[src/rtl/systolic_matmul_nxn.sv]
// -----------------------------------------------------------------------------
// systolic_matmul_nxn
//   Computes C = A x B on an NxN output-stationary grid of processing
//   elements (PEs). A columns flow rightwards and B rows flow downwards. Each
//   PE accumulates its C[i][j] in place. Operand skew is applied internally.
//   The finished matrix is then streamed out one row per handshake.
//
// Parameters
//   DATA_W  operand element width
//   N       array dimension (2..16)
//   ACC_W   accumulator / result element width (wraps, never saturates)
//   SIGNED  0: unsigned operands, 1: two's-complement operands
//
// Ports
//   clk, reset              rising-edge clock, synchronous active-high reset
//   in_valid / in_ready     operand beat handshake
//   a_col                   lane i = A[i][k]
//   b_row                   lane j = B[k][j]
//   out_valid / out_ready   result row handshake
//   out_row                 lane j = C[r][j]
//   out_row_idx             row index r
//   busy                    high whenever the block is not idle
// -----------------------------------------------------------------------------
module systolic_matmul_nxn #(
  parameter int DATA_W = 8,
  parameter int N      = 4,
  parameter int ACC_W  = 2*DATA_W + $clog2(N),
  parameter int SIGNED = 0
) (
  input  logic                 clk,
  input  logic                 reset,
  input  logic                 in_valid,
  output logic                 in_ready,
  input  logic [N*DATA_W-1:0]  a_col,
  input  logic [N*DATA_W-1:0]  b_row,
  output logic                 out_valid,
  input  logic                 out_ready,
  output logic [N*ACC_W-1:0]   out_row,
  output logic [$clog2(N)-1:0] out_row_idx,
  output logic                 busy
);

  localparam int IDX_W = $clog2(N);
  localparam int CNT_W = $clog2(2*N);

  localparam logic [1:0] IDLE   = 2'd0;
  localparam logic [1:0] LOAD   = 2'd1;
  localparam logic [1:0] DRAIN  = 2'd2;
  localparam logic [1:0] OUTPUT = 2'd3;

  localparam logic [CNT_W-1:0] LAST_BEAT  = CNT_W'(N-1);
  // The last product reaches PE(N-1,N-1) 2N-2 edges after the final beat.
  // One more edge moves the block into OUTPUT.
  localparam logic [CNT_W-1:0] DRAIN_LAST = CNT_W'(2*N-2);
  localparam logic [IDX_W-1:0] ROW_LAST   = IDX_W'(N-1);

  logic [1:0]       state;
  logic [CNT_W-1:0] cnt;
  logic [IDX_W-1:0] row_idx;
  logic             accept;
  logic             acc_clr;

  assign in_ready  = (state == IDLE) || (state == LOAD);
  assign out_valid = (state == OUTPUT);
  assign busy      = (state != IDLE);
  assign accept    = in_valid && in_ready;
  assign acc_clr   = (state == OUTPUT) && out_ready && (row_idx == ROW_LAST);

  // ---------------------------------------------------------------- control
  always_ff @(posedge clk) begin
    if (reset) begin
      state   <= IDLE;
      cnt     <= '0;
      row_idx <= '0;
    end else begin
      case (state)
        IDLE: begin
          if (accept) begin
            state <= LOAD;
            cnt   <= CNT_W'(1);
          end
        end
        LOAD: begin
          if (accept) begin
            if (cnt == LAST_BEAT) begin
              state <= DRAIN;
              cnt   <= '0;
            end else begin
              cnt <= cnt + 1'b1;
            end
          end
        end
        DRAIN: begin
          if (cnt == DRAIN_LAST) begin
            state <= OUTPUT;
            cnt   <= '0;
          end else begin
            cnt <= cnt + 1'b1;
          end
        end
        OUTPUT: begin
          if (out_ready) begin
            if (row_idx == ROW_LAST) begin
              state   <= IDLE;
              row_idx <= '0;
            end else begin
              row_idx <= row_idx + 1'b1;
            end
          end
        end
        default: state <= IDLE;
      endcase
    end
  end

  // ------------------------------------------------------- injection + skew
  // Cycles without an accepted beat inject zeros, so bubbles add nothing.
  logic [DATA_W-1:0] a_inj  [N];
  logic [DATA_W-1:0] b_inj  [N];
  logic [DATA_W-1:0] a_edge [N];
  logic [DATA_W-1:0] b_edge [N];

  always_comb begin
    for (int unsigned l = 0; l < N; l++) begin
      a_inj[l] = accept ? a_col[l*DATA_W +: DATA_W] : '0;
      b_inj[l] = accept ? b_row[l*DATA_W +: DATA_W] : '0;
    end
  end

  for (genvar l = 0; l < N; l++) begin : g_skew
    if (l == 0) begin : g_direct
      assign a_edge[l] = a_inj[l];
      assign b_edge[l] = b_inj[l];
    end else begin : g_delay
      logic [DATA_W-1:0] a_sr [l];
      logic [DATA_W-1:0] b_sr [l];
      always_ff @(posedge clk) begin
        if (reset) begin
          for (int unsigned s = 0; s < l; s++) begin
            a_sr[s] <= '0;
            b_sr[s] <= '0;
          end
        end else begin
          a_sr[0] <= a_inj[l];
          b_sr[0] <= b_inj[l];
          for (int unsigned s = 1; s < l; s++) begin
            a_sr[s] <= a_sr[s-1];
            b_sr[s] <= b_sr[s-1];
          end
        end
      end
      assign a_edge[l] = a_sr[l-1];
      assign b_edge[l] = b_sr[l-1];
    end
  end

  // ------------------------------------------------------------- PE grid
  // a_pipe[i][j] is the A value leaving PE(i,j) to the right. b_pipe[i][j]
  // is the B value leaving PE(i,j) downwards. The outermost PEs need no
  // forwarding register.
  logic [DATA_W-1:0] a_pipe [N][N-1];
  logic [DATA_W-1:0] b_pipe [N-1][N];
  logic [ACC_W-1:0]  acc    [N][N];

  for (genvar i = 0; i < N; i++) begin : g_row
    for (genvar j = 0; j < N; j++) begin : g_col
      logic [DATA_W-1:0]   a_in;
      logic [DATA_W-1:0]   b_in;
      logic [2*DATA_W-1:0] a_ext;
      logic [2*DATA_W-1:0] b_ext;
      logic [2*DATA_W-1:0] prod;
      logic [ACC_W-1:0]    prod_ext;
      logic [ACC_W-1:0]    acc_q;

      if (j == 0) begin : g_a_edge
        assign a_in = a_edge[i];
      end else begin : g_a_pass
        assign a_in = a_pipe[i][j-1];
      end
      if (i == 0) begin : g_b_edge
        assign b_in = b_edge[j];
      end else begin : g_b_pass
        assign b_in = b_pipe[i-1][j];
      end

      // Both operands are extended to 2*DATA_W first. The low 2*DATA_W
      // product bits are then correct for either signedness.
      always_comb begin
        a_ext    = {{DATA_W{(SIGNED != 0) && a_in[DATA_W-1]}}, a_in};
        b_ext    = {{DATA_W{(SIGNED != 0) && b_in[DATA_W-1]}}, b_in};
        prod     = a_ext * b_ext;
        prod_ext = '0;
        prod_ext[2*DATA_W-1:0] = prod;
        for (int unsigned t = 2*DATA_W; t < ACC_W; t++) begin
          prod_ext[t] = (SIGNED != 0) && prod[2*DATA_W-1];
        end
      end

      always_ff @(posedge clk) begin
        if (reset || acc_clr) begin
          acc_q <= '0;
        end else begin
          acc_q <= acc_q + prod_ext;
        end
      end
      assign acc[i][j] = acc_q;

      if (j < N-1) begin : g_a_fwd
        logic [DATA_W-1:0] a_q;
        always_ff @(posedge clk) begin
          if (reset) a_q <= '0;
          else       a_q <= a_in;
        end
        assign a_pipe[i][j] = a_q;
      end
      if (i < N-1) begin : g_b_fwd
        logic [DATA_W-1:0] b_q;
        always_ff @(posedge clk) begin
          if (reset) b_q <= '0;
          else       b_q <= b_in;
        end
        assign b_pipe[i][j] = b_q;
      end
    end
  end

  // ------------------------------------------------------------- output
  always_comb begin
    out_row = '0;
    if (state == OUTPUT) begin
      for (int unsigned c = 0; c < N; c++) begin
        out_row[c*ACC_W +: ACC_W] = acc[row_idx][c];
      end
    end
  end

  assign out_row_idx = (state == OUTPUT) ? row_idx : '0;

endmodule

[config.mk]
export PLATFORM = sky130hd
export DESIGN_NAME = systolic_matmul_nxn
export DESIGN_NICKNAME = d
export VERILOG_FILES = /design/src/rtl/systolic_matmul_nxn.sv
export SDC_FILE = /design/constraint.sdc
export NUM_CORES = 2
export LEC_CHECK = 0
export ABC_CLOCK_PERIOD_IN_PS = 6400
export BUFFER_PORTS_ARGS = -buffer_cell sky130_fd_sc_hd__buf_2
export CORE_ASPECT_RATIO = 0.6
export CORE_MARGIN = 5
export CORE_UTILIZATION = 40
export CTS_CLUSTER_DIAMETER = 200
export DETAILED_ROUTE_END_ITERATION = 10
export GPL_TIMING_DRIVEN = 0
export MAX_ROUTING_LAYER = met4
export PLACE_DENSITY_LB_ADDON = 0.25
export SYNTH_ARGS = -nofsm -noshare
export SYNTH_HDL_FRONTEND = slang
export SYNTH_SLANG_ARGS = --single-unit
[constraint.sdc]
create_clock -name clk -period 6.4 [get_ports clk]
set_input_delay 1.28 -clock clk [delete_from_list [all_inputs] [get_ports clk]]
set_output_delay 1.28 -clock clk [all_outputs]
set_load 0.005 [all_outputs]
==> reports/qor.txt <==
Min-Delay Startpoint: g_skew[3].g_delay.a_sr[0][9]$_SDFF_PP0_
worst path bufs/invs: 5
final non-filler cell total: 8708
Clk pin slew, worst setup/hold paths: 60 ps
Root Buffer Master: clkbuf_16
Synth Instances: 6489
share of cells above drive strength 1: 5.79%
cell taking the most area after synthesis: fa_1
reg2reg setup slack: 500 ps
FF-to-FF path depth: 20
static leakage: 32.0 nW
DRC Markers: 0
fillers: 14377
crit path max fanout: 10
Setup violations, final: 0
Post-synth EDFFs: 0
ANT nets after route: 0
Placed Cells: 8574
fraction of registers with async set/reset: 0%
die width: 507 um
Inserted Clock Buffers: 68
hold endpoint: g_skew[3].g_delay.a_sr[0][17]$_SDFF_PP0_
DRT iter0 DRCs: 4294
VDD IR max: 0.169 mV
starting density of the core: 40.2%
Wirelength per Cell: 22.8 um
CORE AREA: 147000 um2
hold path cells: 1
Seq/Total Area, Yosys: 19.7%
Min-Delay Path Class: flip-flop to flip-flop
Net Count, Synth: 8007
H-tree levels: 3
I/O Pins: 145
Hold Fails Final Rpt: 0
min cycle time layout: 5900 ps
Max clock buf depth: 3
CP Capture Type: flip-flop
via count: 45329
synthesized flop and latch total: 583
via density per instance: 5.21
Area Overhead vs Synth: 9.39%
Synth area leaders: fa_1, dfxtp_1, ha_1
Slowest-stage cell, CP: fa_1
max cap viols: 0
Final period util: 92.2%
Power Density: 166 nW/um2
antenna violations before repair: 33
Worst Path Arrival: 6500 ps
most common cell in the synthesized netlist: inv_1
IO buf count: 139
DRT Pass-1 Iters: 6
Syn Std Cell Area: 59300 um2
Clock Sinks: 583
largest net degree at the start of global routing: 15
detailed placement HPWL: 163000 um
Die Y-Extent: 308 um
CP cell instances: inv_1, ha_1, nor2_1, nor2_2, clkbuf_1, nand3_1, fa_1, fa_1, inv_1, fa_1, inv_1, fa_1, inv_1, ha_1, o21a_1, o31a_1, o21ai_0, nand2b_1, a211oi_1, mux2i_1
yosys warns: 0
R2R Path Start: state[1]$_SDFFE_PP0P_
Hold Buf Count CTS: 0
Final GP Congestion: 0.988
Setup TNS Final: 0 ps
pin slew with the least headroom to its limit: 1460 ps
CTS tree: built
RSZ-0062 raised after global routing: no
top cells by count, synth: inv_1, fa_1, and2_1
relative slew slack: 2.66%
vias in the first global route: 45318
global-route wire length before repair: 298000 um
Slew Viols, Final: 0
number of cell rows: 109
Layout Skew: 43.8 ps
die area: 156000 um2
Synth Area per Inst: 9.13 um2
worst-skew pair later-pin latency: 700 ps
GRT overflow: 0
# nets final: 8220
maximum clock frequency: 169 MHz
outcome: complete, no violations
Reg2Reg Capture Point: g_row[0].g_col[0].acc_q[13]$_SDFF_PP0_
Routed WL: 198000 um
CP top delay family: adder cells
Crit path required time: 7000 ps
Crit path largest cell delay: 560 ps
total track usage: 26.5%
Most used DFF post-synth: dfxtp_1
Unique masters post-synth: 69
critical path type: flip-flop to flip-flop
share of the synthesized area in the top cell type: 27.0%
Worst setup SP type: flip-flop
-- state kept, by name, summed over array words and instances, names as in the netlist --
signal,count
g_row.g_col.acc_q,288
g_row.g_col.g_a_fwd.a_q,96
g_row.g_col.g_b_fwd.b_q,96
g_skew.g_delay.a_sr,48
g_skew.g_delay.b_sr,48
cnt,3
row_idx,2
state,2
-- what timing repair did --
action                                  in CTS  in global routing
resized for setup                            0                  1
endpoints found under the setup margin       0                  3
buffers inserted                             0                  0
-- report_power, final --
part | switching [W] | leakage, nW | internal, W | total, W
clock | 0.00183 | 1.14 | 0.00241 | 0.00423
sequential | 0.000314 | 4.72 | 0.00381 | 0.00413
combinational | 0.00151 | 26.1 | 0.000912 | 0.00242
total | 0.00365 | 32.0 | 0.00713 | 0.0108
-- worst max path at each step --
| stage | endpoint | depth (start not counted) | from | slack, ps |
|---|---|---|---|---|
| after global routing | g_row[0].g_col[0].acc_q[13]$_SDFF_PP0_ | 20 | state[1]$_SDFFE_PP0P_ | 130 |
| final | g_row[0].g_col[0].acc_q[13]$_SDFF_PP0_ | 20 | state[1]$_SDFFE_PP0P_ | 500 |
| after floorplan | g_row[0].g_col[0].acc_q[17]$_SDFF_PP0_ | 18 | in_valid | 810 |
| after global placement | g_row[0].g_col[0].acc_q[13]$_SDFF_PP0_ | 19 | in_valid | -340 |
| after CTS | g_row[0].g_col[0].acc_q[13]$_SDFF_PP0_ | 20 | state[1]$_SDFFE_PP0P_ | 270 |
| after detailed placement | g_row[0].g_col[0].acc_q[13]$_SDFF_PP0_ | 19 | in_valid | -320 |
-- worst register-to-register path: stages (launching register included) --
cell and delay, ps:
dfxtp_1 350, inv_1 140, ha_1 210, nor2_1 110, nor2_2 490, clkbuf_1 470
nand3_1 180, fa_1 540, fa_1 560, inv_1 60, fa_1 480, inv_1 50
fa_1 480, inv_1 50, ha_1 360, o21a_1 140, o31a_1 140, o21ai_0 340
nand2b_1 150, a211oi_1 320, mux2i_1 220
-- layout by cell type, fill, tap and decap left out, types with 70 or more instances in the layout --
cell type     n
o21ai_0     141
nor2_1      259
clkbuf_1    173
a21oi_1     138
a211oi_1     77
fa_1        800
ha_1        650
nor2b_1     262
dfxtp_1     583
inv_1      1327
and2_1      660
buf_2       167
nand3_1      70
xnor2_1      76
mux4_2       72
nand2_1     621
-- layout make-up --
| type | instances | area, um2 | area share (%) |
|---|---|---|---|
| antenna | 15 | 37.5 | 0.0579 |
| buffer | 211 | 846 | 1.30 |
| clock buffer | 85 | 1900 | 2.93 |
| clock inverter | 34 | 415 | 0.641 |
| inverter | 1327 | 4980 | 7.68 |
| multi-input combinational | 4368 | 41800 | 64.4 |
| sequential | 583 | 11700 | 18.0 |
| tap | 1942 | 2430 | 3.75 |
| timing repair buffer | 143 | 769 | 1.19 |
-- logic make-up after synthesis --
kind of cell    Yosys count  synth area share (%)
simple gates           2083                  18.1
buf+inv                1538                  9.82
fa+ha+maj              1450                  40.8
compound gates          623                  6.81
flops                   583                  19.7
xor+xnor                123                  1.82
mux                      89                  3.03
-- stage by stage --
| step | setup WS, ps | hold WS [ps] | total power [W] | util [%] | cell area, um2 |
|---|---|---|---|---|---|
| floorplan | 808 | 414 | 0.00565 | - | 59300 |
| global placement | -336 | 424 | 0.00653 | 42.4 | 62400 |
| detailed placement | -324 | 420 | 0.00656 | 42.4 | 62500 |
| CTS | 270 | 434 | 0.0108 | 44.0 | 64800 |
| global route | 133 | 449 | 0.0113 | 44.0 | 64800 |
| finish | 498 | 430 | 0.0108 | 44.0 | 64800 |
-- per-layer routing --
layer | global-route usage, % | vias up | share of wire (%)
met5 | - | - | 0
met2 | 33.1 | 1879 | 36
met1 | 41.0 | 22654 | 49
li1 | - | 20597 | -
met4 | 4.42 | 0 | 1.8
met3 | 8.64 | 199 | 12
No activity file was read; power rests on OpenSTA's default activity.
